**config.mk**
```make
export PLATFORM = sky130hd
export DESIGN_NAME = issue_sched_flat
export DESIGN_NICKNAME = d
export VERILOG_FILES = /design/src/rtl/issue_sched_pkg.sv /design/src/rtl/issue_sched_if.sv /design/src/rtl/issue_sched_age_matrix.sv /design/src/rtl/issue_sched.sv /design/src/flat_wrapper.sv
export SDC_FILE = /design/constraint.sdc
export NUM_CORES = 1
export LEC_CHECK = 0
export ABC_AREA = 1
export CORE_MARGIN = 2
export CORE_UTILIZATION = 60
export DETAILED_ROUTE_END_ITERATION = 10
export GPL_TIMING_DRIVEN = 1
export PLACE_DENSITY = 0.79
export REMOVE_ABC_BUFFERS = 1
export SETUP_SLACK_MARGIN = 0.1
export SLEW_MARGIN = 0
export SYNTH_ARGS = -nofsm -noshare
export SYNTH_HDL_FRONTEND = slang
export SYNTH_HIERARCHICAL = 1
export SYNTH_SLANG_ARGS = --single-unit
```
**constraint.sdc**
```tcl
create_clock -name clk -period 5.85 [get_ports clk]
set_input_delay 1.17 -clock clk [delete_from_list [all_inputs] [get_ports clk]]
set_output_delay 1.17 -clock clk [all_outputs]
set_load 0.02 [all_outputs]
```
**src/rtl/issue_sched_pkg.sv**
```systemverilog
// Shared types for the issue scheduler: execute-unit codes, register ids and the queue entry.
package issue_sched_pkg;
  localparam int UNIT_NUM = 6;

  typedef enum logic [2:0] {
    UNIT_ALU  = 3'd0,
    UNIT_DIV  = 3'd1,
    UNIT_FPU  = 3'd2,
    UNIT_FDIV = 3'd3,
    UNIT_CSR  = 3'd4,
    UNIT_MEM  = 3'd5
  } ExeUnit_t;

  typedef logic [5:0] RegFile_t;

  // ROB tag is parameterized at the top, so it lives in a side array next to this struct.
  typedef struct packed {
    logic       valid;
    logic [2:0] unit;
    RegFile_t   rd;
    RegFile_t   rs1;
    RegFile_t   rs2;
    logic       rs1_rdy;
    logic       rs2_rdy;
  } IssueEntry_t;

  // Index of the lowest set bit; 0 when none is set.
  function automatic logic [3:0] find_first_set(input logic [15:0] vec);
    find_first_set = '0;
    for (int i = 15; i >= 0; i--)
      if (vec[i]) find_first_set = i[3:0];
  endfunction
endpackage

```
**src/rtl/issue_sched_if.sv**
```systemverilog
// Dispatch / CDB / issue bundle. master = surrounding pipeline, slave = the scheduler.
interface issue_sched_if #(parameter int TAG = 6) ();
  import issue_sched_pkg::*;

  logic                flush;
  logic                disp_valid;
  logic                disp_ready;
  logic [2:0]          disp_unit;
  RegFile_t            disp_rd;
  RegFile_t            disp_rs1;
  RegFile_t            disp_rs2;
  logic                disp_rs1_rdy;
  logic                disp_rs2_rdy;
  logic [TAG-1:0]      disp_tag;
  logic                cdb_valid;
  RegFile_t            cdb_rd;
  logic [UNIT_NUM-1:0] exe_busy;
  logic                is_valid;
  logic                is_ready;
  logic [2:0]          is_unit;
  RegFile_t            is_rd;
  RegFile_t            is_rs1;
  RegFile_t            is_rs2;
  logic [TAG-1:0]      is_tag;

  modport master (
    output flush, disp_valid, disp_unit, disp_rd, disp_rs1, disp_rs2,
           disp_rs1_rdy, disp_rs2_rdy, disp_tag, cdb_valid, cdb_rd, exe_busy, is_ready,
    input  disp_ready, is_valid, is_unit, is_rd, is_rs1, is_rs2, is_tag
  );

  modport slave (
    input  flush, disp_valid, disp_unit, disp_rd, disp_rs1, disp_rs2,
           disp_rs1_rdy, disp_rs2_rdy, disp_tag, cdb_valid, cdb_rd, exe_busy, is_ready,
    output disp_ready, is_valid, is_unit, is_rd, is_rs1, is_rs2, is_tag
  );
endinterface

```
**src/rtl/issue_sched_age_matrix.sv**
```systemverilog
// Dispatch-order age matrix: older_q[i][j] set means entry j was dispatched before entry i.
module issue_age_matrix #(
  parameter int DEPTH = 8
) (
  input  logic             clk,
  input  logic             reset,
  input  logic             clr_i,
  input  logic [DEPTH-1:0] alloc_i,
  input  logic [DEPTH-1:0] free_i,
  input  logic [DEPTH-1:0] vld_i,
  input  logic [DEPTH-1:0] req_i,
  output logic [DEPTH-1:0] gnt_o
);
  logic [DEPTH-1:0][DEPTH-1:0] older_q, older_d;

  always_comb begin
    older_d = older_q;
    for (int j = 0; j < DEPTH; j++)
      if (free_i[j])
        for (int i = 0; i < DEPTH; i++) older_d[i][j] = 1'b0;
    // A new entry is younger than everything still resident.
    for (int i = 0; i < DEPTH; i++)
      if (alloc_i[i]) older_d[i] = vld_i & ~free_i;
  end

  always_comb begin
    gnt_o = '0;
    for (int i = 0; i < DEPTH; i++)
      gnt_o[i] = req_i[i] && !(|(older_q[i] & req_i));
  end

  always_ff @(posedge clk) begin
    if (reset || clr_i) older_q <= '0;
    else                older_q <= older_d;
  end
endmodule

```
**src/rtl/issue_sched.sv**
```systemverilog
// Out-of-order issue scheduler: issue queue, CDB wakeup, oldest-ready select, registered issue port.
// Define ISSUE_WAKEUP_BYPASS_EN to let a CDB hit make an entry eligible in the same cycle.
module issue_sched #(
  parameter int DEPTH = 8,
  parameter int TAG   = 6
) (
  input logic          clk,
  input logic          reset,
  issue_sched_if.slave io
);
  import issue_sched_pkg::*;

  IssueEntry_t [DEPTH-1:0]      ent_q, ent_d;
  logic [DEPTH-1:0][TAG-1:0]    tag_q, tag_d;
  logic [DEPTH-1:0]             vld, hit1, hit2, rdy1, rdy2, req, gnt, alloc, free;
  logic [7:0]                   busy_ext;
  logic [3:0]                   ff_idx;
  logic                         disp_fire, ld;
  IssueEntry_t                  new_e;

  logic                         is_valid_q, is_valid_d;
  logic [2:0]                   is_unit_q, is_unit_d;
  RegFile_t                     is_rd_q, is_rd_d, is_rs1_q, is_rs1_d, is_rs2_q, is_rs2_d;
  logic [TAG-1:0]               is_tag_q, is_tag_d;

  assign io.disp_ready = !reset && !(&vld);
  assign disp_fire     = io.disp_valid && io.disp_ready && !io.flush;
  assign ld            = !is_valid_q || io.is_ready;
  assign free          = ld ? gnt : '0;
  assign ff_idx        = find_first_set(16'(~vld));
  assign alloc         = disp_fire ? (DEPTH'(1) << ff_idx) : '0;

  // Illegal unit codes read as permanently busy, so they can never be selected.
  always_comb begin
    busy_ext = {2'b11, io.exe_busy};
    for (int i = 0; i < DEPTH; i++) begin
      vld[i]  = ent_q[i].valid;
      hit1[i] = io.cdb_valid && (ent_q[i].rs1 == io.cdb_rd);
      hit2[i] = io.cdb_valid && (ent_q[i].rs2 == io.cdb_rd);
`ifdef ISSUE_WAKEUP_BYPASS_EN
      rdy1[i] = ent_q[i].rs1_rdy | hit1[i];
      rdy2[i] = ent_q[i].rs2_rdy | hit2[i];
`else
      rdy1[i] = ent_q[i].rs1_rdy;
      rdy2[i] = ent_q[i].rs2_rdy;
`endif
      req[i]  = ent_q[i].valid && rdy1[i] && rdy2[i] && !busy_ext[ent_q[i].unit];
    end
  end

  issue_age_matrix #(.DEPTH(DEPTH)) u_age (
    .clk     (clk),
    .reset   (reset),
    .clr_i   (io.flush),
    .alloc_i (alloc),
    .free_i  (free),
    .vld_i   (vld),
    .req_i   (req),
    .gnt_o   (gnt)
  );

  always_comb begin
    new_e.valid   = 1'b1;
    new_e.unit    = io.disp_unit;
    new_e.rd      = io.disp_rd;
    new_e.rs1     = io.disp_rs1;
    new_e.rs2     = io.disp_rs2;
    new_e.rs1_rdy = io.disp_rs1_rdy || (io.disp_rs1 == '0) ||
                    (io.cdb_valid && (io.disp_rs1 == io.cdb_rd));
    new_e.rs2_rdy = io.disp_rs2_rdy || (io.disp_rs2 == '0) ||
                    (io.cdb_valid && (io.disp_rs2 == io.cdb_rd));
  end

  always_comb begin
    ent_d = ent_q;
    tag_d = tag_q;
    for (int i = 0; i < DEPTH; i++) begin
      ent_d[i].rs1_rdy = ent_q[i].rs1_rdy | hit1[i];
      ent_d[i].rs2_rdy = ent_q[i].rs2_rdy | hit2[i];
      if (free[i]) ent_d[i].valid = 1'b0;
      if (alloc[i]) begin
        ent_d[i] = new_e;
        tag_d[i] = io.disp_tag;
      end
      if (io.flush) ent_d[i].valid = 1'b0;
    end
  end

  always_comb begin
    is_valid_d = is_valid_q;
    is_unit_d  = is_unit_q;
    is_rd_d    = is_rd_q;
    is_rs1_d   = is_rs1_q;
    is_rs2_d   = is_rs2_q;
    is_tag_d   = is_tag_q;
    if (io.flush) begin
      is_valid_d = 1'b0;
    end else if (ld) begin
      is_valid_d = |gnt;
      for (int i = 0; i < DEPTH; i++)
        if (gnt[i]) begin
          is_unit_d = ent_q[i].unit;
          is_rd_d   = ent_q[i].rd;
          is_rs1_d  = ent_q[i].rs1;
          is_rs2_d  = ent_q[i].rs2;
          is_tag_d  = tag_q[i];
        end
    end
  end

  always_ff @(posedge clk) begin
    if (reset) begin
      ent_q      <= '0;
      tag_q      <= '0;
      is_valid_q <= 1'b0;
      is_unit_q  <= '0;
      is_rd_q    <= '0;
      is_rs1_q   <= '0;
      is_rs2_q   <= '0;
      is_tag_q   <= '0;
    end else begin
      ent_q      <= ent_d;
      tag_q      <= tag_d;
      is_valid_q <= is_valid_d;
      is_unit_q  <= is_unit_d;
      is_rd_q    <= is_rd_d;
      is_rs1_q   <= is_rs1_d;
      is_rs2_q   <= is_rs2_d;
      is_tag_q   <= is_tag_d;
    end
  end

  assign io.is_valid = is_valid_q;
  assign io.is_unit  = is_unit_q;
  assign io.is_rd    = is_rd_q;
  assign io.is_rs1   = is_rs1_q;
  assign io.is_rs2   = is_rs2_q;
  assign io.is_tag   = is_tag_q;

  a_legal_unit: assert property (@(posedge clk) disable iff (reset)
    (io.disp_valid && io.disp_ready) |-> (io.disp_unit < 3'(UNIT_NUM)));
endmodule
```
**src/flat_wrapper.sv**
```systemverilog
// flat-port wrapper written by rule: the top's interface ports become plain ports
module issue_sched_flat import issue_sched_pkg::*;
#(
  parameter int DEPTH = 8,
  parameter int TAG   = 6
)
  (clk, reset, io_flush, io_disp_valid, io_disp_unit, io_disp_rd, io_disp_rs1, io_disp_rs2, io_disp_rs1_rdy, io_disp_rs2_rdy, io_disp_tag, io_cdb_valid, io_cdb_rd, io_exe_busy, io_is_ready, io_disp_ready, io_is_valid, io_is_unit, io_is_rd, io_is_rs1, io_is_rs2, io_is_tag);
  issue_sched_if #(.TAG(TAG)) io_i ();
  input logic clk;
  input logic reset;
  input wire logic [$bits(io_i.flush)-1:0] io_flush;
  input wire logic [$bits(io_i.disp_valid)-1:0] io_disp_valid;
  input wire logic [$bits(io_i.disp_unit)-1:0] io_disp_unit;
  input wire logic [$bits(io_i.disp_rd)-1:0] io_disp_rd;
  input wire logic [$bits(io_i.disp_rs1)-1:0] io_disp_rs1;
  input wire logic [$bits(io_i.disp_rs2)-1:0] io_disp_rs2;
  input wire logic [$bits(io_i.disp_rs1_rdy)-1:0] io_disp_rs1_rdy;
  input wire logic [$bits(io_i.disp_rs2_rdy)-1:0] io_disp_rs2_rdy;
  input wire logic [$bits(io_i.disp_tag)-1:0] io_disp_tag;
  input wire logic [$bits(io_i.cdb_valid)-1:0] io_cdb_valid;
  input wire logic [$bits(io_i.cdb_rd)-1:0] io_cdb_rd;
  input wire logic [$bits(io_i.exe_busy)-1:0] io_exe_busy;
  input wire logic [$bits(io_i.is_ready)-1:0] io_is_ready;
  output wire logic [$bits(io_i.disp_ready)-1:0] io_disp_ready;
  output wire logic [$bits(io_i.is_valid)-1:0] io_is_valid;
  output wire logic [$bits(io_i.is_unit)-1:0] io_is_unit;
  output wire logic [$bits(io_i.is_rd)-1:0] io_is_rd;
  output wire logic [$bits(io_i.is_rs1)-1:0] io_is_rs1;
  output wire logic [$bits(io_i.is_rs2)-1:0] io_is_rs2;
  output wire logic [$bits(io_i.is_tag)-1:0] io_is_tag;
  assign io_i.flush = io_flush;
  assign io_i.disp_valid = io_disp_valid;
  assign io_i.disp_unit = io_disp_unit;
  assign io_i.disp_rd = io_disp_rd;
  assign io_i.disp_rs1 = io_disp_rs1;
  assign io_i.disp_rs2 = io_disp_rs2;
  assign io_i.disp_rs1_rdy = io_disp_rs1_rdy;
  assign io_i.disp_rs2_rdy = io_disp_rs2_rdy;
  assign io_i.disp_tag = io_disp_tag;
  assign io_i.cdb_valid = io_cdb_valid;
  assign io_i.cdb_rd = io_cdb_rd;
  assign io_i.exe_busy = io_exe_busy;
  assign io_i.is_ready = io_is_ready;
  assign io_disp_ready = io_i.disp_ready;
  assign io_is_valid = io_i.is_valid;
  assign io_is_unit = io_i.is_unit;
  assign io_is_rd = io_i.is_rd;
  assign io_is_rs1 = io_i.is_rs1;
  assign io_is_rs2 = io_i.is_rs2;
  assign io_is_tag = io_i.is_tag;
  issue_sched #(.DEPTH(DEPTH), .TAG(TAG)) u_core (.clk(clk), .reset(reset), .io(io_i));
endmodule
```
==> results of run 1 <==
[stage by stage]
stage               setup slack, ns  std cells  cell area [um^2]  power [mW]  hold slack, ns
global placement              0.978       3011             17600        2.59           0.441
floorplan                    -0.856       2523             16100        2.46           0.431
global route                  0.965       3076             18800        5.04           0.478
CTS                            1.31       3076             18800        4.92           0.454
detailed placement            0.861       3011             17600        2.59           0.445
finish                         1.20       3076             18800        4.93           0.453
[power by group]
part	switching (mW)	total, mW	leakage, nW	internal [mW]
sequential	0.00799	2.28	2.68	2.27
clock	0.968	2.38	0.605	1.41
combinational	0.185	0.268	4.82	0.0829
total	1.16	4.93	8.11	3.76
[path summary, 6_finish.rpt]
check                    from                  to  slack [ns]  depth (start not counted)
max            io_exe_busy[1]  u_core/io.is_rd[2]        1.20                         16
min           u_core/tag_q[2]     u_core/tag_q[2]        0.45                          2
max reg2reg  u_core/ent_q[95]  u_core/io.is_rd[2]        1.82                         13
min reg2reg   u_core/tag_q[2]     u_core/tag_q[2]        0.45                          2
[layout by cell type (no fill, tap or decap), types with 17 or more instances in the layout]
| cell type | instances |
|---|---|
| clkdlybuf4s50_1 | 74 |
| nand3_1 | 79 |
| buf_4 | 35 |
| o21ai_0 | 139 |
| nor2_1 | 395 |
| nand2_1 | 870 |
| dfxtp_1 | 332 |
| clkbuf_16 | 38 |
| a21oi_1 | 311 |
| inv_1 | 233 |
| xnor2_1 | 17 |
| nand4_1 | 31 |
[flip-flops by register name, indices dropped and copies added, names as in the netlist]
name / count
u_core/ent_q: 192
u_core/u_age/older_q: 64
u_core/tag_q: 48
u_core/io.is_rd: 6
u_core/io.is_rs1: 6
u_core/io.is_rs2: 6
u_core/io.is_tag: 6
u_core/io.is_unit: 3
u_core/io.is_valid: 1
[area by class of cell]
class | instances | area share
clock buffer | 53 | 0.0588
clock inverter | 12 | 0.00705
inverter | 246 | 0.0495
multi-input combinational | 1945 | 0.453
sequential | 332 | 0.353
tap | 378 | 0.0251
timing repair buffer | 110 | 0.0536
[Yosys cell counts]
library cell	n	area [um^2]
clkinv_2	1	5.00
buf_6	5	56.3
buf_2	55	275
xor2_1	9	78.8
nand2_2	6	37.5
xnor2_1	17	149
nand2_1	871	3270
nand4_4	1	21.3
nor3_2	1	10.0
o22ai_1	16	100
nor2_4	5	56.3
buf_1	19	71.3
dfxtp_1	332	6650
clkbuf_1	103	387
nor2_2	1	6.26
o21bai_1	1	7.51
nand3_1	79	395
nor3_4	1	16.3
inv_2	4	15.0
a31o_2	2	17.5
o21a_1	2	15.0
clkinv_1	6	22.5
inv_1	234	878
o21ai_1	11	55.1
o21ai_0	139	696
inv_4	1	6.26
nor2_8	1	20.0
a21oi_1	311	1560
nand3_2	1	10.0
buf_4	9	67.6
nand3_4	1	17.5
o211ai_1	12	90.1
and3b_1	1	8.76
nand4_1	31	194
or2_2	3	18.8
a21o_1	3	22.5
nor2_1	403	1510
o2111ai_1	8	70.1
nor3_1	8	40.0
[metal layers]
layer  vias up  share of wire  track usage
met5         -              0            0
met4         0          0.046        0.160
met3       211           0.11       0.0655
met2      1025           0.45        0.610
met1      8068           0.39        0.487
li1       8407              -            -
[cell families (layout without fill, tap and decap cells)]
kind of cell | Yosys count | in the layout | synth area share
flops | 332 | 332 | 0.393
buf+inv | 437 | 421 | 0.105
compound gates | 505 | 505 | 0.155
simple gates | 1414 | 1414 | 0.333
xor+xnor | 26 | 26 | 0.0135
[critical path, stage by stage]
cell             delay [ns]
clkdlybuf4s50_1        0.56
a21oi_1                0.22
o21ai_0                0.10
a21o_1                 0.19
a21oi_1                0.57
nand2_1                0.12
nor2_1                 0.14
nand2_1                0.09
nor2_4                 0.09
inv_1                  0.23
nand2_2                0.17
nor3_2                 0.07
nor2_2                 0.66
inv_4                  0.33
a21oi_1                0.24
a21oi_1                0.09
==> metrics.txt, run 1 <==
Crit Path Class input pin to flip-flop; largest net degree at the start of global routing 110; post-layout minimum cycle time 4.65 ns; clk_lat worst skew 0.53 ns; Reg area 6650 um^2; first-pass GRT wire length 86.5 mm; clock tree buffer depth 3; multi-input logic area 8520 um^2; DRC violations left 0; Site Rows 61; Startpoint Class input pin; post-layout util 0.678; IO buf count 75; skew final 0.0268 ns; Mapped Area 16900 um^2; Synth cell types 39; Max-Cap Viols 0; total wire length 55.8 mm; share of cells above drive strength 1 0.0500; layout overhead on the synthesized area 11.2%; Mapped Cells 2714; Routed wire per std cell 18.1 um; Hold WC Path Type flip-flop to flip-flop; Synth Register Bits 332; arrival time at the worst endpoint 5.07 ns; final-report setup violation count 0; Leak 8.11 nW; DIE HEIGHT 172 um; via count 17700; Via density 5.76; initial core utilization 0.609; fmax 215 MHz; CTS Root Buffer Type clkbuf_16; DP HPWL 34.3 mm; Pre-Repair DR Iteration Count 6; syn avg cell area 6.24 um^2; I/O pins 76; Critical Path Sink Type flip-flop; CTS Buf Count 37; sequential area share after synthesis 0.393; core footprint 27800 um^2; Worst Tran Pin Value 1.02 ns; VDD IR max 0.000223 V; Fin. Hold Viols 0; Slew headroom 0.318; die area 29600 um^2; aggregate global-route resource usage 0.373; Setup Buffers After CTS 0; Die X 172 um; vias in the first global route 16300; RSZ-0062 raised after global routing false; Setup TNS 0 ns; Reg clk slew, reported paths 0.06 ns; Fill cells 2515; CTS resizes 0; outcome finished, final reports clean; GRT overflow 0; ANT cells 0; Syn. warnings 6; net count of the finished layout 2719; initial antenna violation count 0; H-Tree Depth 2; CTS Hold Bufs 0; clock sink total 332; antenna-violating nets left 0; CTS tree built; CP required 6.26 ns; top fanout value on the critical path 26; drt initial violations 2121; gp weighted congestion 0.931; PD cells 262 nW/um^2; Slew Viols, Final 0; Tcrit/Tclk final 0.796
No activity file was read; power rests on OpenSTA's default activity.
==> run 2: changes to the inputs <==
==> constraint.sdc (replaced) <==
create_clock -name clk -period 4.7 [get_ports clk]
set_input_delay 0.94 -clock clk [delete_from_list [all_inputs] [get_ports clk]]
set_output_delay 0.94 -clock clk [all_outputs]
set_load 0.02 [all_outputs]
==> run 2 against run 1 <==
Against the previous run:
- core utilization rose by 0.37 points
- sequential power rose by 25%
- via count rose by 1.1%
- clock power rose by 21%
- critical path type unchanged
==> metrics.txt, run 2 (synthesized netlist as in run 1, its figures left out) <==
total wire length 56.6 mm; DIE HEIGHT 172 um; design area 18900 um^2; Post-DP Area 17700 um^2; gp weighted congestion 0.974; initial core utilization 0.609; post-layout minimum cycle time 3.81 ns; CTS Buf Count 38; largest net degree at the start of global routing 104; Site Rows 61; clock tree buffer depth 3; Pre-Repair DR Iteration Count 6; total chip power 6.05 mW; CTS Hold Bufs 0; placed cell count 3031; Fill cells 2529; Slew headroom 0.279; Reg area 6650 um^2; Leak 8.19 nW; aggregate global-route resource usage 0.383; fin cells 3094; CTS resizes 0; first-pass GRT wire length 88.4 mm; Hold WC Path Type flip-flop to flip-flop; core footprint 27800 um^2; clk_lat worst skew 0.53 ns; Clock power frac 0.474; switching fraction of total power 0.236; antenna-violating nets left 0; Reg clk slew, reported paths 0.06 ns; outcome finished, final reports clean; net switching power 1.43 mW; IO buf count 75; DP HPWL 34.8 mm; CP required 5.09 ns; Die X 172 um; initial antenna violation count 0; Largest register FFs 192; ANT cells 0; Tcrit/Tclk final 0.810; worst path cell trace clkdlybuf4s50_1 > a21oi_1 > o21ai_0 > a21o_1 > a21oi_1 > nand2_1 > nor2_1 > nand2_1 > nor2_2 > clkinv_1 > buf_4 > nor2_1 > inv_1 > nand2_1 > a21oi_1; Via density 5.79; die area 29600 um^2; share of cells above drive strength 1 0.0549; VDD IR max 0.000320 V; arrival time at the worst endpoint 4.20 ns; worst slack, placed 0.451 ns; Critical Path Sink Type flip-flop; FF-to-FF path depth 12; Fin. Hold Viols 0; CTS Root Buffer Type clkbuf_16; Max-Cap Viols 0; RSZ-0062 raised after global routing false; final-report setup violation count 0; GRT overflow 0; net count of the finished layout 2740; post-layout util 0.681; Crit Path Class input pin to flip-flop; vias in the first global route 16600; Gate power share 0.057; Worst Tran Pin Value 1.08 ns; multi-input logic area 8520 um^2; H-Tree Depth 2; CTS tree built; Startpoint Class input pin; Int Pwr 4.63 mW; register share of total power 0.469; worst setup margin 0.892 ns; top fanout value on the critical path 20; most flop-heavy register u_core/ent_q; Setup TNS 0 ns; layout overhead on the synthesized area 11.8%; commonest non-fill, non-tap cell in the layout nand2_1; critical path's slowest cell clkdlybuf4s50_1; most frequent cells in the layout nand2_1 (870), nor2_1 (395), dfxtp_1 (332), a21oi_1 (311), inv_1 (233); hold slack 0.458 ns; worst hold stages 2; I/O pins 76; clock sink total 332; fmax 263 MHz; largest registers u_core/ent_q: 192 flops, u_core/u_age/older_q: 64 flops, u_core/tag_q: 48 flops; drt initial violations 2035; Routed wire per std cell 18.3 um; Setup Buffers After CTS 0; DRC violations left 0; max incr delay on CP 0.55 ns; PD cells 320 nW/um^2; Slew Viols, Final 0; via count 17900; skew final 0.0110 ns
-- run 2: cell count changes in the layout (fill, tap and decap cells not counted) --
cell        previous run  this run
clkbuf_1               5         9
bufinv_16              2         0
clkbuf_16             38        41
clkinv_4               1         0
inv_6                  1         2
clkinvlp_4             3         1
clkinv_2               6         5
buf_4                 35        55
clkbuf_8              10         7
clkinv_8               1         0
-- run 2: metal layers --
metal / GRT usage / part of all wire
met1: 0.495 / 0.39
met2: 0.613 / 0.44
met3: 0.0748 / 0.11
met4: 0.191 / 0.052
met5: 0 / 0
-- run 2: power by group through the flow --
stage                     registers [mW]  clock network (mW)  logic (mW)
after global placement              2.90                   0       0.327
after CTS                           2.84                2.88       0.335
after detailed placement            2.90                   0       0.332
after floorplan                     2.90                   0       0.160
after global routing                2.84                2.99       0.372
final                               2.84                2.87       0.346
-- run 2: critical path: cells and delay by family --
family / cells / cell delay, ns
and+or+nand+nor: 6 / 0.93
buffers and inverters: 4 / 1.27
AOI/OAI and AO/OA: 5 / 1.02
-- run 2: area by class of cell --
| class | instances | share of cell area |
|---|---|---|
| multi-input cells | 1945 | 0.450 |
| flip-flops and latches | 332 | 0.351 |
| repair buffers | 130 | 0.0612 |
| clock buffers | 57 | 0.0611 |
| inverters | 246 | 0.0492 |
| well taps | 378 | 0.0250 |
| clock inverters | 6 | 0.00192 |
-- run 2: worst paths after layout --
check | startpoint | to | slack, ns
setup / recovery | io_exe_busy[1] | u_core/u_age/older_q[43] | 0.89
hold reg to reg | u_core/tag_q[5] | u_core/tag_q[5] | 0.46
setup reg to reg | u_core/ent_q[95] | u_core/u_age/older_q[43] | 1.26
hold / removal | u_core/tag_q[5] | u_core/tag_q[5] | 0.46
==> run 3: changes to the inputs <==
--- a/config.mk
+++ b/config.mk
@@ -7,10 +7,10 @@
 export LEC_CHECK = 0
 export ABC_AREA = 1
 export CORE_MARGIN = 2
-export CORE_UTILIZATION = 60
+export CORE_UTILIZATION = 55
 export DETAILED_ROUTE_END_ITERATION = 10
 export GPL_TIMING_DRIVEN = 1
-export PLACE_DENSITY = 0.79
+export PLACE_DENSITY = 0.76
 export REMOVE_ABC_BUFFERS = 1
 export SETUP_SLACK_MARGIN = 0.1
 export SLEW_MARGIN = 0
==> constraint.sdc (replaced) <==
create_clock -name clk -period 3.1 [get_ports clk]
set_input_delay 0.62 -clock clk [delete_from_list [all_inputs] [get_ports clk]]
set_output_delay 0.62 -clock clk [all_outputs]
set_load 0.02 [all_outputs]
==> run 3 against run 2 <==
Against the previous run:
- clock skew about the same
- critical path depth increased by 3
- count of clock-buffer cells in the layout is the same
- worst setup slack got worse by 0.63 ns
- non-clock buffer count rose by 53
- largest power group is now sequential cells
- highest routed layer unchanged
==> metrics.txt, run 3 (synthesized netlist as in run 1, its figures left out) <==
Routed wire per std cell 18.0 um; VDD IR max 0.000407 V; Slew headroom 0.262; met1 Use GR 0.449; vias in the first global route 16200; PD cells 465 nW/um^2; initial core utilization 0.556; H-Tree Depth 2; share of cells above drive strength 1 0.0737; worst path cell trace clkdlybuf4s50_1 > inv_1 > o2111ai_1 > a21oi_1 > buf_4 > nand2_1 > nand2_1 > inv_1 > nand2_1 > nor2_2 > inv_1 > nand3_1 > nor3_2 > nor2_4 > inv_4 > buf_12 > a21oi_1 > a21oi_1; total wire length 57.0 mm; I/O pins 76; most used routing layer met2; DP HPWL 37.0 mm; Critical Path Sink Type flip-flop; Worst Tran Pin Value 1.11 ns; Startpoint Class input pin; Max-Cap Viols 0; skew final 0.0114 ns; critical path's slowest cell clkdlybuf4s50_1; post-layout minimum cycle time 2.83 ns; gp weighted congestion 0.941; WHS Endpoint u_core/ent_q[14]; layout overhead on the synthesized area 15.9%; CP required 3.51 ns; Via density 5.61; most flop-heavy register u_core/ent_q; clk_lat worst skew 0.53 ns; largest net degree at the start of global routing 203; most frequent cells in the layout nand2_1 (870), nor2_1 (395), dfxtp_1 (332), a21oi_1 (310), inv_1 (231); Fin. Hold Viols 0; commonest non-fill, non-tap cell in the layout nand2_1; FF-to-FF path depth 18; clock tree buffer depth 3; Crit Reg-Reg Startpoint u_core/ent_q[68]; Hold WC Path Type flip-flop to flip-flop; global routing met2 resource utilization 0.560; Leak 8.57 nW; max incr delay on CP 0.49 ns; Hold Startpoint u_core/ent_q[14]; die area 32200 um^2; net count of the finished layout 2792; core footprint 30400 um^2; DRC violations left 0; aggregate global-route resource usage 0.342; final-report setup violation count 0; first-pass GRT wire length 88.9 mm; IO buf count 75; Crit Path Class input pin to flip-flop; outcome finished, final reports clean; initial antenna violation count 1; CTS tree built; Reg clk slew, reported paths 0.06 ns; Largest register FFs 192; fmax 353 MHz; Die X 179 um; met3 Use GR 0.0559; worst hold stages 2; FF-to-FF End u_core/io.is_rs1[4]; CTS Buf Count 37; hold slack 0.454 ns; RSZ-0062 raised after global routing false; Setup TNS 0 ns; Pre-Repair DR Iteration Count 6; clock sink total 332; top fanout value on the critical path 9; antenna-violating nets left 0; GRT overflow 0; Site Rows 64; Slew Viols, Final 0; via count 17800; CTS Root Buffer Type clkbuf_16; reg-to-reg slack, setup 0.42 ns; DIE HEIGHT 179 um; arrival time at the worst endpoint 3.24 ns; Tcrit/Tclk final 0.914; drt initial violations 1776; largest registers u_core/ent_q: 192 flops, u_core/u_age/older_q: 64 flops, u_core/tag_q: 48 flops
run 3: critical path, delay by kind of cell:
family	cells	cell delay [ns]
and+or+nand+nor	7	0.80
AOI/OAI and AO/OA	4	0.56
buffers and inverters	7	1.23
run 3: timing repair:
item	CTS	global route
resized for setup	1	7
pin swaps	0	0
endpoints found under the setup margin	26	57
setup buffers	0	0
hold buffers	0	0
run 3: through the flow:
stage               setup WS [ns]  utilization  cell area (um^2)  power [mW]  std cells
floorplan                   -3.06            -             16100        4.64       2523
global placement           -0.461        0.606             18400        4.92       3102
detailed placement         -0.542        0.606             18400        4.93       3102
CTS                         0.141        0.644             19600        9.15       3164
global route                0.107        0.645             19600        9.38       3164
finish                      0.266        0.645             19600        9.13       3165
run 3: area by class of cell:
cell class	count	area, um^2
antenna	1	2.50
sequential	332	6650
tap	396	495
clock inverter	5	32.5
fill	2772	10800
multi-input combinational	1945	8540
clock buffer	57	1130
inverter	246	932
timing repair buffer	183	1840
run 3: how the worst max path moves through the flow:
stage | cells after the start | startpoint | end | slack (ns)
after global routing | 19 | io_exe_busy[2] | u_core/io.is_rd[1] | 0.11
after CTS | 17 | io_exe_busy[1] | u_core/io.is_rd[2] | 0.14
after floorplan | 6 | reset | u_core/u_age/older_q[0] | -3.06
final | 18 | io_exe_busy[2] | u_core/io.is_rd[2] | 0.27
after global placement | 18 | io_exe_busy[1] | u_core/io.is_rs2[2] | -0.46
after detailed placement | 17 | io_exe_busy[1] | u_core/io.is_rd[2] | -0.54
run 3: power by group:
part	switching [mW]	total, mW	internal [mW]
Sequential	0.0139	4.30	4.29
Combinational	0.365	0.551	0.186
Clock	1.77	4.28	2.51
run 3: per-layer routing:
layer  vias up  share of wire
met1      8174           0.41
met4         0          0.038
met2       868           0.46
met5         -              0
met3       153          0.095
li1       8557              -
==> RTL edit: new RTL, config.mk and constraints of run 2 <==
`TAG` is set to 6 in 3 places; all go to 5.
--- a/src/rtl/issue_sched_if.sv
+++ b/src/rtl/issue_sched_if.sv
@@ -1,5 +1,5 @@
 // Dispatch / CDB / issue bundle. master = surrounding pipeline, slave = the scheduler.
-interface issue_sched_if #(parameter int TAG = 6) ();
+interface issue_sched_if #(parameter int TAG = 5) ();
   import issue_sched_pkg::*;
 
   logic                flush;
--- a/src/rtl/issue_sched.sv
+++ b/src/rtl/issue_sched.sv
@@ -2,7 +2,7 @@
 // Define ISSUE_WAKEUP_BYPASS_EN to let a CDB hit make an entry eligible in the same cycle.
 module issue_sched #(
   parameter int DEPTH = 8,
-  parameter int TAG   = 6
+  parameter int TAG   = 5
 ) (
   input logic          clk,
   input logic          reset,
--- a/src/flat_wrapper.sv
+++ b/src/flat_wrapper.sv
@@ -2,7 +2,7 @@
 module issue_sched_flat import issue_sched_pkg::*;
 #(
   parameter int DEPTH = 8,
-  parameter int TAG   = 6
+  parameter int TAG   = 5
 )
   (clk, reset, io_flush, io_disp_valid, io_disp_unit, io_disp_rd, io_disp_rs1, io_disp_rs2, io_disp_rs1_rdy, io_disp_rs2_rdy, io_disp_tag, io_cdb_valid, io_cdb_rd, io_exe_busy, io_is_ready, io_disp_ready, io_is_valid, io_is_unit, io_is_rd, io_is_rs1, io_is_rs2, io_is_tag);
   issue_sched_if #(.TAG(TAG)) io_i ();
Interface: changed (resized io_disp_tag and io_is_tag); port bits go from 76 to 74. No check against the original RTL was run, so the function may have changed too.
==> RTL edit against run 2 <==
Power down 1.3%; first-iteration DRC count up 22%; setup slack worse by 0.0039 ns; sequential share of layout area down 0.13 points; combinational power down 3%; synthesized area down 3.0%; final area down 2.4%; wire length down 2.3%; sequential cell count down 9; core utilization up 0.63 points; global-route usage down 0.27 points; largest cell class unchanged; largest power group unchanged.
==> RTL edit: results (changes against run 2) <==
- Share of post-route cells with drive strength above 1: 5.399% (was 5.486%)
* Number of distinct standard cells referenced by the synthesized netlist: 35 (was 39)
- The switching power as a share of total power came to 23.86% (was 23.56%).
* Ranking of synthesized cells by instance count: sky130_fd_sc_hd__nand2_1, sky130_fd_sc_hd__nor2_1, sky130_fd_sc_hd__dfxtp_1 (unchanged)
- The pin count of the biggest net entering global routing came to 196 (was 104).
- Share of the synthesized area in compound gates (AO/OA/AOI/OAI): 15.98% (was 15.54%)
* DRC marker count from the first detailed-route iteration: 2482 (was 2035)
- Net count of the finished layout: 2686 (was 2740)
* Vias in the first global route: 15970 (was 16630)
* Met1 Resource Use GR: 50.19% (was 49.51%)
- Slowest stage delay, CP: 0.50 ns (was 0.55 ns)
- Top fanout value on the critical path: 17 (was 20)
- The logic depth of the worst register-to-register path is 16 (was 12).
- The number of vias per cell after detailed routing came to 5.808 (was 5.787).
- Worst IR Drop VDD: 0.3466 mV (was 0.3195 mV)
* TritonCTS Buffers: 37 (was 38)
- Area contributors post-synth: sky130_fd_sc_hd__dfxtp_1, sky130_fd_sc_hd__nand2_1, sky130_fd_sc_hd__a21oi_1 (unchanged)
* Maximum clock skew at final layout: 0.02156 ns (was 0.01095 ns)
* Critical register-to-register path startpoint: u_core/ent_q[167] (was u_core/ent_q[95])
- M2 GR Usage: 59.73% (was 61.27%)
* First drt pass iteration count: 8 (was 6)
- Leakage power figure: 8.011 nW (was 8.190 nW)
- Result of the run: completed (unchanged)
- Total routing resource utilization after global routing: 38.03% (was 38.30%)
- Routability Congestion: 0.9710 (was 0.9738)
- The global-route wire length before repair came to 86.19 mm (was 88.42 mm).
-- RTL edit: cell types whose count changed after synthesis, moves of 9 or more --
cell	delta
sky130_fd_sc_hd__nor2_1	-21
sky130_fd_sc_hd__clkbuf_1	+20
sky130_fd_sc_hd__o21ai_1	-11
sky130_fd_sc_hd__buf_2	-10
sky130_fd_sc_hd__nand3_1	-10
sky130_fd_sc_hd__dfxtp_1	-9
sky130_fd_sc_hd__inv_1	+9
-- RTL edit: how the worst min path moves through the flow --
stage / slack [ns] / endpoint / depth (start not counted) / start
after global routing: 0.47 / u_core/ent_q[15] / 2 / u_core/ent_q[15]
final: 0.45 / u_core/tag_q[4] / 2 / u_core/tag_q[4]
after detailed placement: 0.44 / u_core/ent_q[17] / 2 / u_core/ent_q[17]
after global placement: 0.43 / u_core/ent_q[15] / 2 / u_core/ent_q[15]
after CTS: 0.45 / u_core/ent_q[17] / 2 / u_core/ent_q[17]
after floorplan: 0.43 / u_core/ent_q[15] / 2 / u_core/ent_q[15]
-- RTL edit: final cells by class --
class	instances	area [sq um]
clock buffers	48	1047
clock inverters	18	172.7
fillers	2411	8396
inverters	249	939.7
multi-input cells	1900	8257
flip-flops and latches	323	6466
well taps	341	426.7
repair buffers	129	1171
-- RTL edit: cells by family after synthesis --
logic type | count (synthesis)
AND/OR/NAND/NOR | 1378
AO/OA/AOI/OAI | 502
buffers and inverters | 440
flip-flops | 323
XOR/XNOR | 20
-- RTL edit: metrics by stage --
step                area [sq um]  hold slack, ns  setup slack, ns  utilization [%]  instances
detailed placement         17260          0.4369           0.5067            64.22       2942
floorplan                  15620          0.4256           -1.685                -       2472
global placement           17260          0.4324           0.5885            64.22       2942
finish                     18480          0.4457           0.8876            68.76       3008
CTS                        18480          0.4459            1.000            68.76       3008
global route               18480          0.4706           0.7409            68.76       3008
-- RTL edit: power by group through the flow --
stage	registers, mW	clock network (mW)	logic (mW)
6_report	2.76	2.88	0.337
5_1_grt	2.76	3.02	0.362
2_1_floorplan	2.82	0	0.152
3_3_place_gp	2.82	0	0.321
3_5_place_dp	2.82	0	0.323
4_1_cts	2.76	2.89	0.326
-- RTL edit: metal layers --
metal / up-vias / routed length [um]
li1: 8289 / -
met1: 7861 / 21560
met2: 1102 / 24040
met3: 219 / 6584
met4: 0 / 3096
met5: - / 0
